[src/rtl/ca_sequencer.sv]
// ca_sequencer: controller for the 1-D cellular-automaton datapath.
//   Owns the generation register, the image BRAM row pointer and the
//   active rule. Generations are paced by a step counter and committed
//   to the frame buffer only while vblank is high. Two debounced buttons
//   step the rule up/down; any accepted press restarts from SEED.
//
// Ports:
//   clk, rst_n        pixel clock, async active-low reset
//   sw1, sw2          raw buttons (sw1: rule+1, sw2: rule-1)
//   vblank            vertical blanking from vga_sync
//   ca_next [WIDTH]   automaton result for ca_cur
//   ca_cur  [WIDTH]   current generation (automaton input)
//   rule    [8]       active rule (automaton input)
//   wr_en             BRAM write strobe, one cycle per generation
//   wr_row  [7]       BRAM write row
//   wr_data [WIDTH]   BRAM write data (== ca_cur)
//   gen_count [16]    generations since last restart, wraps

// Per-button front end: 2-flop synchronizer, level debouncer and
// rising-edge detector producing a one-cycle press.
module ca_btn_deb #(
  parameter int DEB_CYCLES = 65536
) (
  input  logic clk,
  input  logic rst_n,
  input  logic btn_i,
  output logic press_o
);
  localparam int CW = (DEB_CYCLES > 1) ? $clog2(DEB_CYCLES) : 1;
  localparam logic [CW-1:0] CNT_MAX = CW'(DEB_CYCLES - 1);

  logic [1:0]    sync_q;
  logic [CW-1:0] cnt_q, cnt_d;
  logic          lvl_q, lvl_d;
  logic          lvl_prev_q;

  // Count consecutive samples that disagree with the accepted level; any
  // agreeing sample restarts the count, so only a stable level is taken.
  always_comb begin
    cnt_d = '0;
    lvl_d = lvl_q;
    if (sync_q[1] != lvl_q) begin
      if (cnt_q == CNT_MAX) lvl_d = sync_q[1];
      else                  cnt_d = cnt_q + CW'(1);
    end
  end

  always_ff @(posedge clk or negedge rst_n) begin
    if (!rst_n) begin
      sync_q     <= '0;
      cnt_q      <= '0;
      lvl_q      <= 1'b0;
      lvl_prev_q <= 1'b0;
    end else begin
      sync_q     <= {sync_q[0], btn_i};
      cnt_q      <= cnt_d;
      lvl_q      <= lvl_d;
      lvl_prev_q <= lvl_q;
    end
  end

  assign press_o = lvl_q & ~lvl_prev_q;
endmodule

module ca_sequencer #(
  parameter int              WIDTH       = 80,
  parameter int              ROWS        = 60,
  parameter int              STEP_CYCLES = 524288,
  parameter int              DEB_CYCLES  = 65536,
  parameter logic [WIDTH-1:0] SEED       = WIDTH'(1) << (WIDTH / 2),
  parameter logic [7:0]      RULE_INIT   = 8'd30
) (
  input  logic             clk,
  input  logic             rst_n,
  input  logic             sw1,
  input  logic             sw2,
  input  logic             vblank,
  input  logic [WIDTH-1:0] ca_next,
  output logic [WIDTH-1:0] ca_cur,
  output logic [7:0]       rule,
  output logic             wr_en,
  output logic [6:0]       wr_row,
  output logic [WIDTH-1:0] wr_data,
  output logic [15:0]      gen_count
);
  localparam int NUM_BTN = 2;
  localparam int SCW = (STEP_CYCLES > 1) ? $clog2(STEP_CYCLES) : 1;
  localparam logic [SCW-1:0] STEP_MAX = SCW'(STEP_CYCLES - 1);
  localparam logic [6:0]     ROW_MAX  = 7'(ROWS - 1);

  typedef enum logic [2:0] {
    S_SEED, S_WAIT_TICK, S_WAIT_VB, S_WRITE, S_ADVANCE
  } state_e;

  state_e           state_q, state_d;
  logic [WIDTH-1:0] ca_q, ca_d;
  logic [6:0]       row_q, row_d;
  logic [15:0]      gen_q, gen_d;
  logic [7:0]       rule_q, rule_d;
  logic [SCW-1:0]   cnt_q, cnt_d;
  logic             tick_q, tick_d;
  logic             restart_q, restart_d;
  logic             wr_en_q, wr_en_d;
  logic             vb_q;

  // ---- button front ends: bit 0 = sw1 (up), bit 1 = sw2 (down) ----
  logic [NUM_BTN-1:0] btn_raw, btn_press;
  assign btn_raw = {sw2, sw1};

  for (genvar b = 0; b < NUM_BTN; b++) begin : g_btn
    ca_btn_deb #(.DEB_CYCLES(DEB_CYCLES)) u_deb (
      .clk    (clk),
      .rst_n  (rst_n),
      .btn_i  (btn_raw[b]),
      .press_o(btn_press[b])
    );
  end

  always_comb begin
    state_d   = state_q;
    ca_d      = ca_q;
    row_d     = row_q;
    gen_d     = gen_q;
    rule_d    = rule_q;
    restart_d = restart_q;
    cnt_d     = (cnt_q == STEP_MAX) ? '0 : cnt_q + SCW'(1);
    // One-deep tick: a wrap while the flag is already set is lost.
    tick_d    = tick_q | (cnt_q == STEP_MAX);

    unique case (state_q)
      S_SEED: begin
        ca_d      = SEED;
        row_d     = '0;
        gen_d     = '0;
        cnt_d     = '0;
        tick_d    = 1'b0;
        restart_d = 1'b0;
        state_d   = S_WAIT_VB;
      end
      S_WAIT_TICK: begin
        if (tick_q) begin
          tick_d  = 1'b0;
          state_d = S_WAIT_VB;
        end
      end
      // vblank is registered, so a write lands two cycles after it rises
      // and two cycles after a consumed tick when blanking is already on.
      S_WAIT_VB: if (vb_q) state_d = S_WRITE;
      S_WRITE:   state_d = restart_q ? S_SEED : S_ADVANCE;
      S_ADVANCE: begin
        ca_d    = ca_next;
        row_d   = (row_q == ROW_MAX) ? '0 : row_q + 7'd1;
        gen_d   = gen_q + 16'd1;
        state_d = S_WAIT_TICK;
      end
      default: state_d = S_SEED;
    endcase

    // A pending restart preempts everything except an in-flight write,
    // which has already been committed to the BRAM port.
    if (restart_q && state_q != S_WRITE && state_q != S_SEED)
      state_d = S_SEED;

    unique case (btn_press)
      2'b01:   rule_d = rule_q + 8'd1;
      2'b10:   rule_d = rule_q - 8'd1;
      default: rule_d = rule_q;
    endcase
    // Set wins over SEED's clear so a press landing in SEED is not lost.
    if (|btn_press) restart_d = 1'b1;

    wr_en_d = (state_d == S_WRITE);
  end

  always_ff @(posedge clk or negedge rst_n) begin
    if (!rst_n) begin
      state_q   <= S_SEED;
      ca_q      <= SEED;
      row_q     <= '0;
      gen_q     <= '0;
      rule_q    <= RULE_INIT;
      cnt_q     <= '0;
      tick_q    <= 1'b0;
      restart_q <= 1'b0;
      wr_en_q   <= 1'b0;
      vb_q      <= 1'b0;
    end else begin
      state_q   <= state_d;
      ca_q      <= ca_d;
      row_q     <= row_d;
      gen_q     <= gen_d;
      rule_q    <= rule_d;
      cnt_q     <= cnt_d;
      tick_q    <= tick_d;
      restart_q <= restart_d;
      wr_en_q   <= wr_en_d;
      vb_q      <= vblank;
    end
  end

  assign ca_cur    = ca_q;
  assign wr_data   = ca_q;
  assign wr_row    = row_q;
  assign rule      = rule_q;
  assign wr_en     = wr_en_q;
  assign gen_count = gen_q;
endmodule

[config.mk]
export PLATFORM = sky130hd
export DESIGN_NAME = ca_sequencer
export DESIGN_NICKNAME = d
export VERILOG_FILES = /design/src/rtl/ca_sequencer.sv
export SDC_FILE = /design/constraint.sdc
export NUM_CORES = 1
export LEC_CHECK = 0
export BUFFER_PORTS_ARGS = -buffer_cell sky130_fd_sc_hd__clkbuf_2
export CORE_MARGIN = 2
export CORE_UTILIZATION = 25
export CTS_CLUSTER_SIZE = 30
export DETAILED_ROUTE_END_ITERATION = 8
export GPL_TIMING_DRIVEN = 0
export PLACE_DENSITY = 0.46
export SKIP_LAST_GASP = 1
export SYNTH_ARGS = -nofsm -noshare
export SYNTH_HDL_FRONTEND = slang
export SYNTH_SLANG_ARGS = --single-unit
export TNS_END_PERCENT = 10
[constraint.sdc]
create_clock -name clk -period 2.1 [get_ports clk]
set_input_delay 0.105 -clock clk [delete_from_list [all_inputs] [get_ports clk]]
set_output_delay 0.105 -clock clk [all_outputs]
set_load 0.02 [all_outputs]
==> results of run 1 <==
power by group:
| part | internal, W | switching (W) | total (W) |
|---|---|---|---|
| clock network | 0.00202 | 0.00147 | 0.00349 |
| registers | 0.00424 | 0.000754 | 0.00499 |
| logic | 0.00252 | 0.00431 | 0.00683 |
| total | 0.00878 | 0.00653 | 0.0153 |
path summary, 6_finish.rpt:
check                                                         from  cells past startpoint                                 end
worst min-delay path                                         rst_n                      2              ca_cur[74]$_DFFE_PN0P_
worst max register to register    g_btn[1].u_deb.lvl_q$_DFFE_PN0P_                     10                 rule[6]$_DFFE_PN0P_
worst max-delay path              g_btn[1].u_deb.lvl_q$_DFFE_PN0P_                     10                 rule[6]$_DFFE_PN0P_
max in group asynchronous                                    rst_n                      3              ca_cur[45]$_DFFE_PN0P_
worst min register to register  g_btn[1].u_deb.sync_q[0]$_DFF_PN0_                      0  g_btn[1].u_deb.sync_q[1]$_DFF_PN0_
min in group clk                                               sw2                      2  g_btn[1].u_deb.sync_q[0]$_DFF_PN0_
placed cells by master (no fill, tap or decap), drive strengths merged, types with 6 or more instances in the layout:
master / synthesis / routed
clkbuf: 24 / 317
nand2: 196 / 196
dfrtp: 172 / 172
nand3: 111 / 111
buf: 99 / 109
dlygate4sd3: 0 / 84
nor2: 84 / 84
xor2: 33 / 33
xnor2: 26 / 26
inv: 17 / 22
o21ai: 18 / 18
nand4: 15 / 15
nor3: 10 / 10
a21oi: 10 / 10
ha: 9 / 9
nand2b: 8 / 8
and3: 6 / 6
a22o: 6 / 6
nor2b: 6 / 6
layer usage:
layer | vias to the layer above | part of all wire [%] | wire length [um] | track usage, %
li1 | 3713 | - | - | -
met1 | 3496 | 46 | 11100 | 17.6
met2 | 203 | 48 | 11700 | 23.6
met3 | 14 | 5.4 | 1310 | 2.89
met4 | 0 | 1.0 | 253 | 3.88
met5 | - | 0 | 0 | 0
what timing repair did:
item,in CTS,in global routing
gates resized for setup,10,15
pin swaps,0,6
gates cloned,0,0
setup endpoints to repair,43,56
hold buffers,84,0
endpoints found under the hold margin,160,0
setup buffers,0,9
state kept, by name (all words and copies together), names as in the netlist:
register	cells
g_btn.u_deb.lvl_prev_q	2
tick_q	1
state_q	3
wr_en	1
ca_cur	80
cnt_q	19
restart_q	1
wr_row	7
g_btn.u_deb.cnt_q	32
g_btn.u_deb.sync_q	4
vb_q	1
gen_count	16
rule	8
g_btn.u_deb.lvl_q	2
cell type report:
| cell class | count | area [um2] | share of cell area [%] |
|---|---|---|---|
| flip-flops and latches | 177 | 4440 | 36.7 |
| multi-input cells | 595 | 3260 | 27.0 |
| repair buffers | 370 | 2330 | 19.2 |
| plain buffers | 122 | 817 | 6.75 |
| well taps | 448 | 561 | 4.63 |
| clock buffers | 19 | 433 | 3.58 |
| clock inverters | 13 | 199 | 1.64 |
| inverters | 17 | 63.8 | 0.527 |
per-stage QoR:
| stage | setup TNS (ns) | cells | hold WS (ns) |
|---|---|---|---|
| 3_3_place_gp | -498.01 | 1636 | 0.218 |
| 3_5_place_dp | -8.34 | 1637 | 0.218 |
| 2_1_floorplan | 0 | 912 | -0.191 |
| 4_1_cts | -0.302 | 1753 | 0.284 |
| 5_1_grt | -0.607 | 1761 | 0.306 |
| 6_report | 0 | 1761 | 0.272 |
critical path, stage by stage (launching register included):
cell	delay [ns]
dfrtp_1	0.39
nor2b_4	0.15
ha_4	0.18
buf_8	0.13
xor2_2	0.15
ha_4	0.19
buf_6	0.11
a41o_1	0.22
a32oi_1	0.17
nor2_1	0.08
xor2_1	0.15
cell families after synthesis:
kind of cell               after synthesis  share of synthesized area [%]
adders and majority gates                9                           1.32
and+or+nand+nor                        462                           25.0
buffers and inverters                  140                           10.1
AOI/OAI and AO/OA                       58                           4.48
muxes                                    7                          0.883
xor gates and xnor gates                59                           6.08
DFF                                    177                           52.2
==> flow_metrics.env, run 1 <==
export IMPL_arrival_ns=2.36
export IMPL_synth_distinct_cells=53
export IMPL_grt_max_degree=96
export IMPL_hold_viol=0
export IMPL_run_status="finished clean"
export IMPL_drc=0
export IMPL_via_count=7426
export IMPL_io_buffers=276
export IMPL_synth_nets=1006
export IMPL_antennaDiodeCount=0
export IMPL_rsz0062_at_grt="yes"
export IMPL_ctsRootBufferMaster="clkbuf_16"
export IMPL_synthToLayoutAreaGrowth_pct=42.4
export IMPL_number_of_rows_in_the_core_area=67
export IMPL_fin_crit_sh_pct=97.2
export IMPL_top_level_ports=277
export IMPL_synth_warning_count=0
export IMPL_die_width_um=188
export IMPL_drt_first_pass_iters=4
export IMPL_place_ws_ns=-0.550
export IMPL_final_max_slew_viol_count=0
export IMPL_synth_top_flop_cell="dfrtp_1"
export IMPL_grt_overflow_total=0
export IMPL_asyncSetResetFlopFracSynth_pct=100
export IMPL_timing_setup_critical_path_class="flip-flop to flip-flop"
export IMPL_insertion_delay_ns=0.44
export IMPL_post_route_cells_drive_above_1_share_pct=33.2
export IMPL_final_critical_path_setup_slack_ns=0.0580
export IMPL_core_um2=33500
export IMPL_finalPower_w=0.0153
export IMPL_timing_critical_path_from_type="flip-flop"
export IMPL_worst_r2r_setup_slack_ns=0.06
export IMPL_final_setup_skew_ns=0.00731
export IMPL_vdd_drop_max_mv=0.593
export IMPL_post_synth_top_area_fraction_pct=50.6
export IMPL_initial_utilization_pct=25.3
export IMPL_clkTransAtPathRegs_ns=0.07
export IMPL_number_of_enable_type_register_cells_in_the_synthesized_netlist=0
export IMPL_max_slew_margin_pct=45.9
export IMPL_cts_buffer_depth=2
export IMPL_chipHeight_um=188
export IMPL_critical_path_endpoint_type="flip-flop"
export IMPL_layout_cell_area_non_filler_um2=12100
export IMPL_synth_largest_area_cell="dfrtp_1"
export IMPL_netlist_area_before_placement_um2=8500
export IMPL_clock_sinks=177
export IMPL_place_area_um2=10500
export IMPL_first_global_vias=7037
export IMPL_avgSynthCellArea_um2=9.32
export IMPL_place_detailed_hpwl_um=17300
export IMPL_drtAntennaViolNets=0
export IMPL_dieArea_um2=35500
export IMPL_hp_class="input port to async pin"
export IMPL_fillers=3463
export IMPL_layout_nets=1394
export IMPL_postSynthCellCount=912
export IMPL_worstPathRequired_ns=2.41
export IMPL_leakage_nw=6.38
export IMPL_routed_wire_length_per_instance_um=13.8
export IMPL_grt_pass1_wl_um=38500
export IMPL_route_final_wire_length_um=24300
export IMPL_clock_tree_htree_level_count=4
export IMPL_max_cap_violations=0
export IMPL_final_setup_viol_count=0
export IMPL_synth_area_leaders="dfrtp_1 51%, nand2_1 8.7%, buf_4 7.1%"
export IMPL_netlist_top_cells_count="196 x nand2_1, 172 x dfrtp_1, 111 x nand3_1"
export IMPL_count_leader_synth="nand2_1"
export IMPL_utilization_pct=36.1
export IMPL_tritoncts_clock_tree="done"
export IMPL_grt_total_usage_pct=13.8
export IMPL_first_iter_violations=306
export IMPL_worstMarginPinSlew_ns=0.799
export IMPL_gpl_final_weighted_congestion=0.767
export IMPL_timing_critical_path_fanout_max=8
export IMPL_antenna_found_initial=0
export IMPL_cts_inserted_buffers=17
export IMPL_final_min_clock_period_ns=2.04
export IMPL_p_per_area_nw_per_um2=1270
export IMPL_vias_per_cell=4.22
export IMPL_synth_seq_cells=177
export IMPL_synth_sequential_area_ratio_pct=52.2
export IMPL_achievable_frequency_mhz=490
No activity file was read; power rests on OpenSTA's default activity.
==> inputs of run 2 (changes only) <==
--- a/config.mk
+++ b/config.mk
@@ -8,11 +8,11 @@
 export BUFFER_PORTS_ARGS = -buffer_cell sky130_fd_sc_hd__clkbuf_2
 export CORE_MARGIN = 2
 export CORE_UTILIZATION = 25
+export CTS_BUF_LIST = sky130_fd_sc_hd__clkbuf_4 sky130_fd_sc_hd__clkbuf_8
 export CTS_CLUSTER_SIZE = 30
 export DETAILED_ROUTE_END_ITERATION = 8
 export GPL_TIMING_DRIVEN = 0
 export PLACE_DENSITY = 0.46
-export SKIP_LAST_GASP = 1
 export SYNTH_ARGS = -nofsm -noshare
 export SYNTH_HDL_FRONTEND = slang
 export SYNTH_SLANG_ARGS = --single-unit
==> run 2 against run 1 <==
  * Critical path depth unchanged
  * Maximum frequency is 2.3% higher
  * Total power down 5.2%
  * Global-route usage is 0.069 points lower
  * Utilization decreased by 0.59 points
  * Setup slack improved by 0.047 ns
  * Clock power fell by 22%
  * Non-clock buffer count is 3 lower
  * Count of clock-buffer cells in the layout did not move
  * Worst hold slack worse by 0.029 ns
  * Die area is the same
  * Routed wire length decreased by 0.31%
  * Largest power group unchanged
==> flow_metrics.env, run 2 (same netlist as run 1, synthesis figures left out) <==
export IMPL_rsz0062_at_grt="yes"
export IMPL_worst_r2r_cell_count=10
export IMPL_drc=0
export IMPL_worst_path_dominant_cell_family="simple AND/OR/NAND/NOR gates"
export IMPL_vias_per_cell=4.21
export IMPL_cts_buffer_depth=2
export IMPL_via_count=7403
export IMPL_clkTransAtPathRegs_ns=0.10
export IMPL_max_cap_violations=0
export IMPL_cts_inserted_buffers=17
export IMPL_route_final_wire_length_um=24300
export IMPL_numPlacedInstances=1637
export IMPL_grt_overflow_total=0
export IMPL_leakage_nw=6.28
export IMPL_ctsRootBufferMaster="clkbuf_8"
export IMPL_seqPwrFrac_pct=34.3
export IMPL_first_global_vias=7061
export IMPL_grt_pass1_wl_um=38400
export IMPL_final_setup_skew_ns=0.0100
export IMPL_synthToLayoutAreaGrowth_pct=40.1
export IMPL_die_width_um=188
export IMPL_worstPathRequired_ns=2.45
export IMPL_place_ws_ns=-0.550
export IMPL_arrival_ns=2.34
export IMPL_cp_buffers_inverters=1
export IMPL_worst_r2r_setup_slack_ns=0.10
export IMPL_internal_power_w=0.00810
export IMPL_antennaDiodeCount=0
export IMPL_timing_critical_path_from_type="flip-flop"
export IMPL_drt_first_pass_iters=4
export IMPL_largest_reg_flops=80
export IMPL_number_of_rows_in_the_core_area=67
export IMPL_insertion_delay_ns=0.46
export IMPL_run_status="finished clean"
export IMPL_crit_chain="nor2b_4 -> ha_4 -> buf_8 -> xor2_2 -> ha_4 -> nor2b_4 -> nand2b_1 -> a32oi_1 -> nor2_1 -> xor2_1"
export IMPL_place_detailed_hpwl_um=17300
export IMPL_final_max_slew_viol_count=0
export IMPL_utilization_pct=35.5
export IMPL_cpPeakStageDelay_ns=0.40
export IMPL_clock_sinks=177
export IMPL_initial_utilization_pct=25.3
export IMPL_io_buffers=276
export IMPL_fraction_of_power_consumed_by_the_clock_network_pct=18.7
export IMPL_chipHeight_um=188
export IMPL_routed_wire_length_per_instance_um=13.8
export IMPL_top_level_ports=277
export IMPL_first_iter_violations=332
export IMPL_final_critical_path_setup_slack_ns=0.105
export IMPL_crit_path_top_delay_cell="dfrtp_1"
export IMPL_vdd_drop_max_mv=0.519
export IMPL_gpl_final_weighted_congestion=0.767
export IMPL_achievable_frequency_mhz=501
export IMPL_clock_tree_htree_level_count=4
export IMPL_most_common_layout_cells="279 x clkbuf_2, 196 x nand2_1, 171 x dfrtp_1"
export IMPL_grt_total_usage_pct=13.7
export IMPL_max_slew_margin_pct=46.9
export IMPL_grt_max_degree=96
export IMPL_fillers=3470
export IMPL_hp_class="input port to async pin"
export IMPL_p_per_area_nw_per_um2=1220
export IMPL_timing_critical_path_fanout_max=10
export IMPL_core_um2=33500
export IMPL_comb_power_share_pct=47.0
export IMPL_worstMarginPinSlew_ns=0.796
export IMPL_drtAntennaViolNets=0
export IMPL_hold_viol=0
export IMPL_critical_path_reg2reg_startpoint="g_btn[1].u_deb.lvl_q$_DFFE_PN0P_"
export IMPL_regToRegEndpoint="rule[6]$_DFFE_PN0P_"
export IMPL_instances_no_fill=1758
export IMPL_layout_cells_most_common="clkbuf_2"
export IMPL_critical_path_endpoint_type="flip-flop"
export IMPL_netSwitchingFraction_pct=44.2
export IMPL_post_route_cells_drive_above_1_share_pct=33.4
export IMPL_dieArea_um2=35500
export IMPL_switching_power_w=0.00643
export IMPL_final_min_clock_period_ns=2.00
export IMPL_antenna_found_initial=0
export IMPL_final_setup_viol_count=0
export IMPL_layout_nets=1391
export IMPL_fin_crit_sh_pct=95.0
export IMPL_tritoncts_clock_tree="done"
export IMPL_timing_setup_critical_path_class="flip-flop to flip-flop"
-- run 2: worst register-to-register path, stage by stage (launching register included) --
cell and delay, ns:
dfrtp_1 0.40, nor2b_4 0.14, ha_4 0.18, buf_8 0.14
xor2_2 0.19, ha_4 0.19, nor2b_4 0.16, nand2b_1 0.07
a32oi_1 0.19, nor2_1 0.07, xor2_1 0.16
-- run 2: per-layer routing --
metal	vias up	GRT usage (%)	part of all wire (%)
met5	-	0	0
met4	0	3.46	0.73
met3	10	3.00	5.2
met2	192	23.6	48
met1	3500	17.5	46
li1	3701	-	-
-- run 2: worst max path at each step --
stage | startpoint | to | depth (start not counted)
finish | g_btn[1].u_deb.lvl_q$_DFFE_PN0P_ | rule[6]$_DFFE_PN0P_ | 10
global route | state_q[1]$_DFF_PN0_ | ca_cur[9]$_DFFE_PN0P_ | 6
CTS | g_btn[1].u_deb.lvl_q$_DFFE_PN0P_ | rule[6]$_DFFE_PN0P_ | 10
detailed placement | state_q[1]$_DFF_PN0_ | ca_cur[9]$_DFFE_PN0P_ | 6
global placement | rst_n | ca_cur[30]$_DFFE_PN0P_ | 1
floorplan | g_btn[1].u_deb.lvl_q$_DFFE_PN0P_ | rule[6]$_DFFE_PN0P_ | 10
-- run 2: power by group through the flow --
stage	Combinational [W]	Clock, W	Sequential (W)
2_1_floorplan	0.00352	0	0.00579
3_3_place_gp	0.00680	0	0.00505
3_5_place_dp	0.00681	0	0.00508
4_1_cts	0.00696	0.00285	0.00501
5_1_grt	0.00742	0.00297	0.00512
6_report	0.00682	0.00271	0.00499
-- run 2: metrics by stage --
step / TNS [ns] / power (W) / cell area, um2 / hold slack, ns
2_1_floorplan: 0 / 0.00931 / 8510 / -0.191
3_3_place_gp: -498.01 / 0.0119 / 10400 / 0.218
3_5_place_dp: -8.34 / 0.0119 / 10500 / 0.218
4_1_cts: -0.0193 / 0.0148 / 11800 / 0.233
5_1_grt: -0.213 / 0.0155 / 11900 / 0.252
6_report: 0 / 0.0145 / 11900 / 0.243
-- run 2: layout make-up --
cell class	count	area [um2]	area share, %
sequential	177	4440	37.3
buffer	122	811	6.81
clock inverter	13	199	1.67
tap	448	561	4.71
clock buffer	19	249	2.09
inverter	17	63.8	0.536
timing repair buffer	367	2300	19.4
multi-input combinational	595	3280	27.6
-- run 2: repair_timing --
item                                   in CTS  in global routing
pin swaps                                   0                  5
gates cloned                                0                  0
endpoints found under the hold margin     160                  0
gates resized for setup                    14                 14
hold buffers                               84                  0
setup buffers                               1                  5
setup endpoints to repair                  43                 53
==> inputs of run 3 (changes only) <==
--- a/config.mk
+++ b/config.mk
@@ -8,7 +8,7 @@
 export BUFFER_PORTS_ARGS = -buffer_cell sky130_fd_sc_hd__clkbuf_2
 export CORE_MARGIN = 2
 export CORE_UTILIZATION = 25
-export CTS_BUF_LIST = sky130_fd_sc_hd__clkbuf_4 sky130_fd_sc_hd__clkbuf_8
+export CTS_BUF_LIST = sky130_fd_sc_hd__clkbuf_2
 export CTS_CLUSTER_SIZE = 30
 export DETAILED_ROUTE_END_ITERATION = 8
 export GPL_TIMING_DRIVEN = 0
==> run 3 against run 2 <==
  * Cell count grew 4.4%
  * Global-route usage grew 0.38 points
  * Sequential share of layout area shrank 1.8 points
  * Clock skew grew 0.019 ns
  * Via count grew 4.5%
  * Count of clock-buffer cells in the layout is the same
  * Worst hold slack lost 0.16 ns
  * Clock power shrank 20%
  * Routed wire length grew 2.5%
  * Critical path depth shrank 1
==> flow_metrics.env, run 3 (same netlist as run 1, synthesis figures left out) <==
export IMPL_most_common_layout_cells="303 x clkbuf_2, 196 x nand2_1, 172 x dfrtp_1"
export IMPL_synthToLayoutAreaGrowth_pct=47.2
export IMPL_cp_common_cell="ha_4"
export IMPL_internal_power_w=0.00767
export IMPL_tritoncts_clock_tree="done"
export IMPL_number_of_rows_in_the_core_area=67
export IMPL_cts_inserted_buffers=17
export IMPL_place_area_um2=10500
export IMPL_worstMarginPinSlew_ns=0.786
export IMPL_drtAntennaViolNets=0
export IMPL_worstPathRequired_ns=2.82
export IMPL_switching_power_w=0.00643
export IMPL_clkTransAtPathRegs_ns=0.29
export IMPL_timing_setup_tns_ns=0
export IMPL_crit_chain="nor2b_4 -> ha_4 -> buf_8 -> xor2_2 -> ha_4 -> o32ai_1 -> a22oi_1 -> nor2_1 -> xor2_1"
export IMPL_final_min_clock_period_ns=2.04
export IMPL_timing_critical_path_fanout_max=8
export IMPL_post_route_cells_drive_above_1_share_pct=32.1
export IMPL_drt_first_pass_iters=4
export IMPL_chipHeight_um=188
export IMPL_fin_crit_sh_pct=96.9
export IMPL_achievable_frequency_mhz=491
export IMPL_max_slew_margin_pct=47.6
export IMPL_antenna_found_initial=2
export IMPL_hp_class="input port to flip-flop"
export IMPL_largest_reg_flops=80
export IMPL_dieArea_um2=35500
export IMPL_run_status="finished clean"
export IMPL_worst_path_dominant_cell_family="flip-flops"
export IMPL_layout_nets=1466
export IMPL_clock_tree_htree_level_count=4
export IMPL_groute_layer_met1_usage_pct=17.7
export IMPL_seqPwrFrac_pct=35.4
export IMPL_cpPeakStageDelay_ns=0.45
export IMPL_grt_max_degree=96
export IMPL_worst_hold_path_num_cells=4
export IMPL_ctsRootBufferMaster="clkbuf_2"
export IMPL_initial_utilization_pct=25.3
export IMPL_max_cap_violations=0
export IMPL_place_ws_ns=-0.550
export IMPL_final_critical_path_setup_slack_ns=0.0647
export IMPL_timing_critical_path_from_type="flip-flop"
export IMPL_layout_cells_most_common="clkbuf_2"
export IMPL_worstSetupPathDepth=9
export IMPL_io_buffers=276
export IMPL_clock_sinks=177
export IMPL_timing_setup_critical_path_class="flip-flop to flip-flop"
export IMPL_gpl_final_weighted_congestion=0.767
export IMPL_final_max_slew_viol_count=0
export IMPL_hold_viol=0
export IMPL_cts_buffer_depth=2
export IMPL_route_final_wire_length_um=24900
export IMPL_grt_pass1_wl_um=39700
export IMPL_arrival_ns=2.75
export IMPL_fraction_of_power_consumed_by_the_clock_network_pct=15.3
export IMPL_place_detailed_hpwl_um=17300
export IMPL_vias_per_cell=4.22
export IMPL_routed_wire_length_per_instance_um=13.6
export IMPL_p_per_area_nw_per_um2=1130
export IMPL_final_setup_viol_count=0
export IMPL_crit_path_top_delay_cell="dfrtp_1"
export IMPL_rsz0062_at_grt="yes"
export IMPL_leakage_nw=6.56
export IMPL_busiest_layer="met2"
export IMPL_grt_total_usage_pct=14.1
export IMPL_via_count=7735
export IMPL_grt_overflow_total=0
export IMPL_worst_r2r_cell_count=9
export IMPL_vdd_drop_max_mv=0.500
export IMPL_utilization_pct=37.3
export IMPL_first_global_vias=7437
export IMPL_drc=0
export IMPL_insertion_delay_ns=0.78
export IMPL_layout_cell_area_non_filler_um2=12500
export IMPL_netSwitchingFraction_pct=45.6
export IMPL_core_um2=33500
export IMPL_critical_path_endpoint_type="flip-flop"
export IMPL_first_iter_violations=308
export IMPL_fillers=3448
export IMPL_comb_power_share_pct=49.3
export IMPL_grt_util_met3_pct=3.04
export IMPL_final_setup_skew_ns=0.0286
export IMPL_die_width_um=188
export IMPL_grt_met2_usage_pct=24.4
export IMPL_top_level_ports=277
export IMPL_cp_buffers_inverters=1
[run 3: cell count changes in the layout (fill, tap and decap cells not counted), moves of 2 or more]
cell and change:
buf_1 -3, buf_4 +2, clkbuf_1 -2, clkbuf_2 +24, clkbuf_4 -2, clkbuf_8 -17, diode_2 +2, dlygate4sd3_1 +73
[run 3: final timing paths]
check,start,end,slack (ns)
max in group asynchronous,rst_n,cnt_q[9]$_DFF_PN0_,0.79
worst min-delay path,ca_next[44],ca_cur[44]$_DFFE_PN0P_,0.09
min in group asynchronous,rst_n,ca_cur[74]$_DFFE_PN0P_,0.41
worst max register to register,g_btn[1].u_deb.lvl_q$_DFFE_PN0P_,rule[4]$_DFFE_PN1P_,0.06
worst min register to register,g_btn[1].u_deb.sync_q[0]$_DFF_PN0_,g_btn[1].u_deb.sync_q[1]$_DFF_PN0_,0.39
worst max-delay path,g_btn[1].u_deb.lvl_q$_DFFE_PN0P_,rule[4]$_DFFE_PN1P_,0.06
[run 3: worst register-to-register path, cell delays in order (launching register included)]
cell     delay (ns)
dfrtp_1        0.45
nor2b_4        0.14
ha_4           0.18
buf_8          0.13
xor2_2         0.18
ha_4           0.19
o32ai_1        0.28
a22oi_1        0.13
nor2_1         0.13
xor2_1         0.16
[run 3: power by group through the flow]
stage	combinational, W	sequential (W)	clock (W)
final	0.00695	0.00499	0.00216
after floorplan	0.00352	0.00579	0
after detailed placement	0.00681	0.00508	0
after global placement	0.00680	0.00505	0
after global routing	0.00756	0.00512	0.00240
after CTS	0.00706	0.00501	0.00227
[run 3: metal layers]
metal / up-vias / part of all wire, % / wire (um)
met4: 0 / 1.2 / 286
li1: 3855 / - / -
met1: 3659 / 45 / 11200
met5: - / 0 / 0
met2: 203 / 48 / 12100
met3: 18 / 5.3 / 1310
[run 3: what timing repair did]
| item | 4_1_cts | 5_1_grt |
|---|---|---|
| endpoints found under the setup margin | 43 | 62 |
| gates resized for setup | 15 | 20 |
| cloned | 0 | 0 |
| pin swaps | 0 | 3 |
| hold buffers | 157 | 0 |
| buffers inserted | 2 | 6 |
| hold endpoints to repair | 260 | 0 |
[run 3: through the flow]
| step | hold WS (ns) | instances | power, W |
|---|---|---|---|
| after CTS | 0.0000250 | 1828 | 0.0143 |
| after floorplan | -0.191 | 912 | 0.00931 |
| after global routing | 0.00455 | 1835 | 0.0151 |
| after global placement | 0.218 | 1636 | 0.0119 |
| final | 0.0866 | 1835 | 0.0141 |
| after detailed placement | 0.218 | 1637 | 0.0119 |
[run 3: final cells by class]
class	count	area (um2)	share of cell area, %
clock buffer	19	95.1	0.760
tap	448	561	4.48
sequential	177	4440	35.5
multi-input combinational	595	3280	26.2
antenna	2	5.00	0.0400
clock inverter	13	199	1.59
timing repair buffer	442	3050	24.4
buffer	122	817	6.53
inverter	17	63.8	0.510
